<file path="src/rtl/ins_write_back.sv">
// ins_write_back: commit stage directly behind instruction execute.
//
// Takes one execute result per `op` pulse. The result can ask for a register
// write, a word store and a PC redirect. A store is carried out first over a
// req/ack memory port. A single-cycle commit of the register file and PC then
// follows, in program order.
//
// Ports
//   sys_clk, sys_rst          clock, synchronous active-high reset
//   op                        execute result valid (one-cycle pulse)
//   reg_w_op/_reg_idx/_reg_val   rd write request
//   mem_w_op/_mem_addr/_mem_val  word store request
//   reg_pc_w_op, reg_pc_w_val    PC redirect request and target
//   reg_pc_val                PC of the committing instruction
//   mem_ack / mem_req, mem_addr, mem_wdata   store handshake
//   rf_w_en, rf_w_idx, rf_w_val   register file write port
//   pc_w_en, pc_w_val         PC write port
//   busy, done                in-flight flag, commit-complete pulse
//   err_misaligned, err_timeout, overrun   one-cycle status pulses
module ins_write_back #(
   parameter int TIMEOUT_CYCLES = 16,
   parameter int CNT_W          = 8
) (
   input  logic        sys_clk,
   input  logic        sys_rst,
   input  logic        op,
   input  logic        reg_w_op,
   input  logic [4:0]  reg_w_reg_idx,
   input  logic [31:0] reg_w_reg_val,
   input  logic        mem_w_op,
   input  logic [31:0] mem_w_mem_addr,
   input  logic [31:0] mem_w_mem_val,
   input  logic        reg_pc_w_op,
   input  logic [31:0] reg_pc_w_val,
   input  logic [31:0] reg_pc_val,
   input  logic        mem_ack,
   output logic        mem_req,
   output logic [31:0] mem_addr,
   output logic [31:0] mem_wdata,
   output logic        rf_w_en,
   output logic [4:0]  rf_w_idx,
   output logic [31:0] rf_w_val,
   output logic        pc_w_en,
   output logic [31:0] pc_w_val,
   output logic        busy,
   output logic        done,
   output logic        err_misaligned,
   output logic        err_timeout,
   output logic        overrun
);

   typedef enum logic [1:0] {IDLE, MEM_WAIT, COMMIT} state_t;

   // The counter holds the number of MEM_WAIT edges already spent. The edge
   // that sees CNT_LAST is the TIMEOUT_CYCLES-th edge in MEM_WAIT.
   localparam logic [CNT_W-1:0] CNT_LAST = CNT_W'(TIMEOUT_CYCLES - 1);

   state_t           state;
   logic [CNT_W-1:0] cnt;
   logic             timed_out;
   logic             overrun_q;
   logic             lat_reg_w_op;
   logic             lat_pc_w_op;
   logic [4:0]       lat_idx;
   logic [31:0]      lat_reg_val;
   logic [31:0]      lat_mem_addr;
   logic [31:0]      lat_mem_val;
   logic [31:0]      lat_pc_w_val;
   logic [31:0]      lat_pc_val;

   function automatic logic [31:0] commit_target(input logic        redirect,
                                                 input logic [31:0] redirect_val,
                                                 input logic [31:0] pc);
      // Sequential PC wraps modulo 2^32 (32'hFFFFFFFC -> 0).
      return redirect ? redirect_val : pc + 32'd4;
   endfunction

   // Control: state, wait counter, timeout and request flags
   always_ff @(posedge sys_clk) begin
      if (sys_rst) begin
         state        <= IDLE;
         cnt          <= '0;
         timed_out    <= 1'b0;
         overrun_q    <= 1'b0;
         lat_reg_w_op <= 1'b0;
         lat_pc_w_op  <= 1'b0;
      end else begin
         overrun_q <= op && (state != IDLE);
         case (state)
            IDLE: begin
               if (op) begin
                  lat_reg_w_op <= reg_w_op;
                  lat_pc_w_op  <= reg_pc_w_op;
                  cnt          <= '0;
                  timed_out    <= 1'b0;
                  state        <= mem_w_op ? MEM_WAIT : COMMIT;
               end
            end
            MEM_WAIT: begin
               // An ack on the limit edge still counts as success.
               if (mem_ack) begin
                  state <= COMMIT;
               end else if (cnt == CNT_LAST) begin
                  timed_out <= 1'b1;
                  state     <= COMMIT;
               end else begin
                  cnt <= cnt + 1'b1;
               end
            end
            COMMIT:  state <= IDLE;
            default: state <= IDLE;
         endcase
      end
   end

   // Payload latches: only captured when an op is accepted; outputs are
   // gated by state, so stale payload is never visible.
   always_ff @(posedge sys_clk) begin
      if (op && (state == IDLE)) begin
         lat_idx      <= reg_w_reg_idx;
         lat_reg_val  <= reg_w_reg_val;
         lat_mem_addr <= mem_w_mem_addr;
         lat_mem_val  <= mem_w_mem_val;
         lat_pc_w_val <= reg_pc_w_val;
         lat_pc_val   <= reg_pc_val;
      end
   end

   // Output decode: driven only from registered state and latches
   logic        in_commit;
   logic        misaligned;
   logic [31:0] target;

   always_comb begin
      in_commit  = (state == COMMIT);
      target     = commit_target(lat_pc_w_op, lat_pc_w_val, lat_pc_val);
      misaligned = lat_pc_w_op && (target[1:0] != 2'b00);

      mem_req        = (state == MEM_WAIT);
      mem_addr       = mem_req ? lat_mem_addr : 32'd0;
      mem_wdata      = mem_req ? lat_mem_val  : 32'd0;

      done           = in_commit;
      err_misaligned = in_commit && misaligned;
      err_timeout    = in_commit && timed_out;
      pc_w_en        = in_commit && !misaligned;
      pc_w_val       = pc_w_en ? target : 32'd0;
      // x0 writes are suppressed.
      rf_w_en        = pc_w_en && lat_reg_w_op && (lat_idx != 5'd0);
      rf_w_idx       = rf_w_en ? lat_idx     : 5'd0;
      rf_w_val       = rf_w_en ? lat_reg_val : 32'd0;

      busy           = (state != IDLE);
      overrun        = overrun_q;
   end

endmodule

</file>
<file path="config.mk">
export PLATFORM = sky130hd
export DESIGN_NAME = ins_write_back
export DESIGN_NICKNAME = d
export VERILOG_FILES = /design/src/rtl/ins_write_back.sv
export SDC_FILE = /design/constraint.sdc
export NUM_CORES = 1
export LEC_CHECK = 0
export CORE_MARGIN = 3
export CORE_UTILIZATION = 43
export DETAILED_ROUTE_END_ITERATION = 6
export PLACE_DENSITY_LB_ADDON = 0.15
export SYNTH_ARGS = -nofsm -noshare
export SYNTH_HDL_FRONTEND = slang
export SYNTH_SLANG_ARGS = --single-unit
</file>
<file path="constraint.sdc">
create_clock -name sys_clk -period 9.03 [get_ports sys_clk]
set_input_delay 1.3545 -clock sys_clk [delete_from_list [all_inputs] [get_ports sys_clk]]
set_output_delay 1.3545 -clock sys_clk [all_outputs]
set_load 0.01 [all_outputs]
</file>
Word-level counts from Yosys, hierarchy flattened
Cells that the tools add are included.

operators by class
  multipliers = 0
  multiplexer cells = 19
  shifts and indexed selects = 0
  div/mod/pow operators = 0
  bitwise operators = 0
  magnitude comparators = 0
  add/sub/neg operators = 2
  eq/ne operators = 8
  reductions and logical operators = 18

operators by type and width
  kind                                                    number
  two-way mux 32 bit                                      5
  adder 32 x 3 -> 32 bit (second input constant)          1
  two-way mux 8 bit                                       3
  one-hot mux 8 bit (2 select lines)                      1
  adder 8 x 1 -> 8 bit (second input constant)            1
  == test 8 x 4 -> 1 bit (second input constant)          1
  logical AND 1 bit                                       8
  two-way mux 2 bit                                       4
  AND reduction 4 bit                                     2
  inequality test 2 bit (second input constant)           3
  nonzero test 2 bit                                      3
  two-way mux 5 bit                                       1
  nonzero test 5 bit                                      1
  one-hot mux 2 bit (2 select lines)                      1
  AND reduction 2 bit                                     2
  two-way mux 1 bit                                       3
  inequality test 3 x 2 -> 1 bit (second input constant)  1
  == test 2 x 1 -> 1 bit (second input constant)          1
  == test 2 bit (second input constant)                   1
  logical NOT 2 bit                                       1
  inequality test 2 x 1 -> 1 bit (second input constant)  1
  one-hot mux 1 bit (2 select lines)                      1
  logical NOT 1 bit                                       1

word-level totals
  word-level logic and storage cells = 59
  output and inout bits = 141
  ROM bits = 0
  bits in registers = 179
  memories kept = 0
  bits in writable memories = 0
  latch bits = 0
  input port bits = 172

Longest topological paths before layout
Gate-level depths: netlist (run 1).

  word-level depth = 9
  mapped depth = 7
  depth with buffers taken out = 6

Worst setup path before layout (run 1)
Ideal clock, no wire load.

  path kind = input to register
  from = input op
  to = register cnt[0]
  library setup time = 0.125 ns
  path slack = 2.165 ns
  stages on the path = 5
  buffers on the path = 1
  data required time = 8.905 ns
  arrival = 6.740 ns
  path through = and2_1 -> clkbuf_1 -> nor2_1 -> mux2i_1 -> nor2_1

between the ends
  cells in the longest elaborated chain, start to end = 2

ends and longest elaborated chain
  what                                    RTL line  text
  from (decl)                             26        input logic op,
  inequality test 2 bit (no source line)  --
  AND reduction 4 bit (no source line)    --
  to (signal assigned)                    107       cnt <= cnt + 1'b1;
  to (decl)                               59        logic [CNT_W-1:0] cnt;

No other way between the ends.
A chain may end at the register's enable or synchronous reset.

Worst setup path after layout (run 1)
  from = register lat_pc_w_op
  to = output rf_w_val[19]

between the ends
  cells in the longest elaborated chain, start to end = 8

ends and longest elaborated chain
  what                               RTL line  text
  from (decl)                        63        logic lat_pc_w_op;
  from (signal assigned)             93        lat_pc_w_op <= reg_pc_w_op;
  two-way mux 32 bit                 75        return redirect ? redirect_val : pc + 32'd4;
  nonzero test 2 bit                 137       misaligned = lat_pc_w_op && (target[1:0] != 2'b00);
  logical AND 1 bit *                137
  logical NOT 1 bit *                146       pc_w_en = in_commit && !misaligned;
  logical AND 1 bit *                146
  logical AND 1 bit * (2 in series)  149       rf_w_en = pc_w_en && lat_reg_w_op && (lat_idx != 5'd0);
  two-way mux 32 bit *               151       rf_w_val = rf_w_en ? lat_reg_val : 32'd0;
  to (decl)                          42        output logic [31:0] rf_w_val,

Mark *: on every way between the ends. The rest lies on a longest branch, timed or not.

==> summary.txt, run 1 <==
Synthesis
  • Register bit total from synthesis: 179
  • Syn Area/Cell: 14.1 sq um
  • Syn nets: 692
  • Post-synth EDFFs: 165
  • Yosys warns: 0
  • Most frequent cell after synthesis: edfxtp_1
  • Yosys cell types: 41
  • Most used DFF post-synth: edfxtp_1
  • Top cells by area, synth: edfxtp_1, and2_1, dfxtp_1
  • Yosys top cell area share: 67.9%
  • Sequential fraction of the synthesis area: 71.8%
  • Largest area contributor in the netlist: edfxtp_1
  • Asr flop ratio synth: 0%
  • Mapped Area: 0.00729 sq mm
  • Mapped Cells: 518
  • Commonest cells in the netlist: edfxtp_1, and2_1, nor2_1

Timing
  • Slew HR: 25.2%
  • Max Slew Vio Count: 0
  • Clock Skew: 0.00635 ns
  • TNS Setup: 0 ns
  • Final setup viols: 0
  • Fin crit share: 53.7%
  • F_max: 206 MHz
  • Worst-margin pin slew: 1.12 ns
  • Final Hold Fails: 0
  • RSZ-0062 raised after global routing: false
  • Crit path time final: 4.85 ns

Run
  • Max-cap violations: 0

Clock tree
  • Max H-tree Level: 4
  • Hold buffer count at cts: 0
  • Post-CTS Setup Repair Bufs: 0
  • Root Buffer: clkbuf_16
  • Post_cts resized: 0
  • Max clock buf depth: 2
  • Inserted Clock Buffers: 17
  • Clk Latency, worst-skew pair: 0.41 ns
  • Clock-pin slew on the worst setup and hold paths: 0.06 ns
  • CTS tree: built
  • CTS Sinks: 179

Placement
  • HPWL after DPL: 14.9 mm
  • Port bufs: 312
  • RePlAce Congestion: 0.808
  • Post-DP Area: 0.0106 sq mm

Global routing
  • Largest net degree at the start of global routing: 87
  • Met1 usage: 22.7%
  • Met2 global-route usage: 35.2%
  • Gr ovfl total: 0
  • Met3 Usage GRT: 10.1%
  • Vias in the first global route: 5,287
  • Gr usage total: 20.9%
  • GR peak layer: met2
  • Initial antenna violation count: 2
  • First-pass GRT wire length: 28.7 mm

Floorplanning
  • Chip width: 136 microns
  • FP Rows: 46
  • DIE AREA: 0.0186 sq mm
  • Die Ht: 136 microns
  • CORE AREA: 0.0162 sq mm
  • I/O pin total: 313
  • Initial Utilization: 44.9%

Hold path
  • Min-Delay Path Class: reg -> reg

Critical path
  • Endpoint kind of the worst setup timing path: output port
  • Startpoint types: register
  • Crit Path Class: reg -> out
  • CP required: 7.68 ns
  • Max Fanout on Critical Path: 35
  • Reg2reg setup slack: 5.87 ns
  • Crit path DAT: 3.49 ns

Run status
  • Status: completed

Power and ir drop
  • Pwr dens: 176 mW/mm^2
  • Leak: 3.91 nW
  • Worst vdd ir: 0.133 mV
  • Power Total: 0.00197 W

Detailed routing
  • WL final: 19.8 mm
  • 1st-iter DRT viols: 232
  • Routed len/inst: 18.7 microns
  • Residual DRC: 0
  • Antenna viol nets, final: 0
  • Vias per cell: 4.86
  • Drt pass-1 iters: 5
  • DR vias: 5,136

Finish
  • Area Growth Syn to Fin: 53.9%
  • Register area: 0.00524 sq mm
  • Layout Nets: 1,000
  • Final Cell Area: 0.0112 sq mm
  • Area of the multi-input gates: 0.00195 sq mm
  • Fraction of layout cells with a size suffix above 1: 5.25%
  • Fillers: 1,126
[layout make-up]
cell class                      count  area share (%)
Sequential cell                   179            46.6
Timing Repair Buffer              313            27.9
Multi-Input combinational cell    308            17.4
Clock buffer                       17            3.79
Tap cell                          216            2.41
Clock inverter                     14            1.57
Inverter                            7           0.234
Antenna cell                        3          0.0669
[kinds of logic (layout without fill, tap and decap cells)]
| group | after synthesis | after routing | share of synthesized area (%) |
|---|---|---|---|
| XOR/XNOR | 33 | 33 | 3.96 |
| other | 0 | 3 | 0 |
| AND/OR/NAND/NOR | 215 | 215 | 17.6 |
| multiplexers | 5 | 5 | 0.686 |
| adder cells (fa/ha/maj) | 2 | 2 | 0.343 |
| flip-flops | 179 | 179 | 71.8 |
| AO/OA/AOI/OAI | 53 | 53 | 4.03 |
| buffers and inverters | 31 | 351 | 1.61 |
[sequential cells by signal (all words and copies together), names as in the netlist]
signal	cells
state	2
lat_mem_val	32
lat_pc_w_val	32
lat_idx	5
lat_reg_val	32
timed_out	1
lat_mem_addr	32
lat_pc_val	32
overrun	1
lat_pc_w_op	1
cnt	8
lat_reg_w_op	1
[metrics by stage]
step	setup WS (ns)	utilization [%]	hold slack [ns]	std cells
floorplan	2.16	-	0.429	518
global placement	4.75	65.4	0.457	1023
detailed placement	4.62	65.4	0.469	1023
CTS	4.21	69.1	0.485	1054
global route	3.85	69.1	0.499	1054
finish	4.18	69.1	0.482	1057
[cell usage in the layout, fill, tap and decap left out, drive strengths merged]
cell and count:
nand3 15, bufinv 3, mux2i 5, or4 3, o21ba 1, nor4 6, clkdlybuf4s50 312, nor2 31
clkinv 5, nor3 7, nand4 7, clkbuf 17, nand2b 1, a31oi 1, buf 1, nand2 21
o21ai 17, a211oi 2, o311a 1, nor2b 1, a21oi 28, a32o 2, edfxtp 165, ha 2
xor2 20, nor3b 4, and4 4, and2 105, and3 8, dfxtp 14, or3 1, o21a 1
diode 3, or2 1, xnor2 13, inv 13
[layer usage]
metal / vias up / part of all wire, %
li1: 2469 / -
met1: 2406 / 36
met2: 232 / 51
met3: 25 / 11
met4: 4 / 1.7
met5: - / 0.12
[power breakdown]
part           leakage, nW  internal (W)  switching [W]
registers             1.70      0.000978      0.0000245
logic                 1.92      0.000126      0.0000972
clock network        0.298      0.000439       0.000309
[path summary, 6_finish.rpt]
check,cells past startpoint,endpoint,startpoint
worst min-delay path,2,timed_out$_SDFFE_PP0P_,timed_out$_SDFFE_PP0P_
worst max register to register,5,cnt[3]$_SDFFE_PP0P_,state[1]$_SDFFE_PP0P_
worst max-delay path,6,rf_w_val[19],lat_pc_w_op$_SDFFE_PP0P_
worst min register to register,2,timed_out$_SDFFE_PP0P_,timed_out$_SDFFE_PP0P_
[worst max-delay path, stage by stage (launching register included)]
cell,delay [ns]
dfxtp_1,0.54
o21ai_1,0.22
nand2_1,0.31
inv_2,0.41
o311a_1,0.79
and2_1,0.23
clkdlybuf4s50_1,0.56
Power figures use the tool's default switching activity.
==> run 2: changes to the inputs <==
clock period = 4.65 ns   (was 9.03 ns; I/O delays follow)
==> run 2 against run 1 <==
Design area is 0.15% lower. Cell count hardly changed. Critical path depth is 1 higher. Sequential power is 94% higher. Non-clock buffer count is 2 higher. Via count is 1.6% higher. Power is 90% higher. Critical endpoint is now rf_w_val[12]. Highest routed layer unchanged.
==> summary.txt, run 2 (same netlist as run 1, synthesis figures left out) <==
Placement
  • Post-DP Area: 0.0106 sq mm (+0.26%)
  • HPWL after DPL: 15.2 mm (+1.7%)
  • Port bufs: 312 (unchanged)
  • RePlAce Congestion: 0.852 (+5.4%)
  • DP Worst Slack: 1.01 ns (-3.60 ns)

Finish
  • Fraction of layout cells with a size suffix above 1: 5.71% (+0.46 points)
  • Most common cell after layout, fill and taps aside: clkdlybuf4s50_1
  • Area Growth Syn to Fin: 53.6%
  • Layout Nets: 1,002 (+0.20%)
  • Final Cell Area: 0.0112 sq mm (-0.15%)
  • Commonest non-fill, non-tap cells in the layout: clkdlybuf4s50_1, edfxtp_1, and2_1

Clock tree
  • Clk Latency, worst-skew pair: 0.42 ns (about the same)
  • Post-CTS Setup Repair Bufs: 0 (unchanged)
  • Hold buffer count at cts: 0 (unchanged)
  • Clock-pin slew on the worst setup and hold paths: 0.07 ns (about the same)
  • Max clock buf depth: 2 (unchanged)
  • CTS tree: built
  • Inserted Clock Buffers: 17 (unchanged)
  • CTS Sinks: 179 (unchanged)
  • Post_cts resized: 0 (unchanged)
  • Root Buffer: clkbuf_16
  • Max H-tree Level: 4 (unchanged)

Detailed routing
  • Routed len/inst: 19.1 microns (+1.7%)
  • Residual DRC: 0 (unchanged)
  • DR vias: 5,216 (+1.6%)
  • Vias per cell: 4.93 (+1.5%)
  • Drt pass-1 iters: 4 (-1)
  • 1st-iter DRT viols: 227 (-2.2%)
  • Antenna viol nets, final: 0 (unchanged)
  • WL final: 20.2 mm (+1.8%)

Critical path
  • CP required: 3.95 ns (-3.73 ns)
  • Endpoint kind of the worst setup timing path: output port
  • Crit Path Class: reg -> out
  • Startpoint types: register
  • Max Fanout on Critical Path: 35 (unchanged)
  • Worst reg2reg path depth: 3 (-2)
  • Crit path DAT: 3.37 ns (-0.12 ns)

Timing
  • Hold_ws: 0.467 ns (-0.0154 ns)
  • Worst-margin pin slew: 1.08 ns (-0.0397 ns)
  • F_max: 246 MHz
  • Clock Skew: 0.00641 ns (+0.0000548 ns)
  • Slew HR: 27.7% (+2.5 points)
  • Crit path time final: 4.07 ns
  • Max Slew Vio Count: 0 (unchanged)
  • TNS Setup: 0 ns (unchanged)
  • Final Hold Fails: 0 (unchanged)
  • Fin crit share: 87.5%
  • Final setup viols: 0 (unchanged)
  • RSZ-0062 raised after global routing: false
  • Setup ws final: 0.581 ns (-3.60 ns)

Global routing
  • Initial antenna violation count: 2 (unchanged)
  • Largest net degree at the start of global routing: 85 (-2.3%)
  • First-pass GRT wire length: 29.9 mm (+4.2%)
  • Gr usage total: 21.6% (+0.72 points)
  • Vias in the first global route: 5,484 (+3.7%)
  • Gr ovfl total: 0 (unchanged)

Power and ir drop
  • Pwr dens: 335 mW/mm^2 (+90%)
  • Worst vdd ir: 0.366 mV (+180%)
  • Leak: 3.90 nW (-0.32%)

Run
  • Max-cap violations: 0 (unchanged)

Floorplanning
  • Die Ht: 136 microns (unchanged)
  • Initial Utilization: 44.9% (unchanged)
  • Chip width: 136 microns (unchanged)
  • DIE AREA: 0.0186 sq mm (unchanged)
  • I/O pin total: 313 (unchanged)
  • CORE AREA: 0.0162 sq mm (unchanged)
  • FP Rows: 46 (unchanged)

Run status
  • Status: completed

Hold path
  • WHS Path Cells: 2 (unchanged)
  • Min-Delay Path Class: reg -> reg
-- run 2: area by class of cell --
cell class,instances,area [sq um]
antenna,1,2.50
clock buffer,17,425
clock inverter,15,138
fill,1186,5020
inverter,7,26.3
multi-input combinational,308,1950
sequential,179,5240
tap,216,270
timing repair buffer,315,3160
-- run 2: stage by stage --
stage | total power, W | utilization [%] | std cells
2_1_floorplan | 0.00214 | - | 518
3_3_place_gp | 0.00241 | 65.6 | 1025
3_5_place_dp | 0.00242 | 65.6 | 1025
4_1_cts | 0.00378 | 69.0 | 1057
5_1_grt | 0.00390 | 69.0 | 1057
6_report | 0.00375 | 69.0 | 1058
-- run 2: power breakdown --
group	switching, W	total (W)	internal [W]
registers	0.0000452	0.00194	0.00190
logic	0.000194	0.000442	0.000248
clock network	0.000659	0.00137	0.000709
-- run 2: worst paths after layout --
| check | startpoint | to | slack (ns) |
|---|---|---|---|
| hold / removal | timed_out$_SDFFE_PP0P_ | timed_out$_SDFFE_PP0P_ | 0.47 |
| setup reg to reg | state[1]$_SDFFE_PP0P_ | lat_pc_val[11]$_DFFE_PP_ | 2.46 |
| setup / recovery | state[1]$_SDFFE_PP0P_ | rf_w_val[12] | 0.58 |
| hold reg to reg | timed_out$_SDFFE_PP0P_ | timed_out$_SDFFE_PP0P_ | 0.47 |
-- run 2: layer usage --
| layer | up-vias | GRT usage [%] | wire length [microns] |
|---|---|---|---|
| li1 | 2475 | - | - |
| met1 | 2497 | 22.8 | 6980 |
| met2 | 218 | 38.1 | 10700 |
| met3 | 22 | 10.5 | 2120 |
| met4 | 4 | 6.55 | 365 |
| met5 | - | 0 | 15 |
-- run 2: critical path: stages, from the launching register on --
cell and delay [ns]:
dfxtp_1 0.45, nand2b_1 0.12, inv_1 0.10, nand2_1 0.28, inv_2 0.40, o311a_1 0.80, and2_1 0.24, clkdlybuf4s50_1 0.54
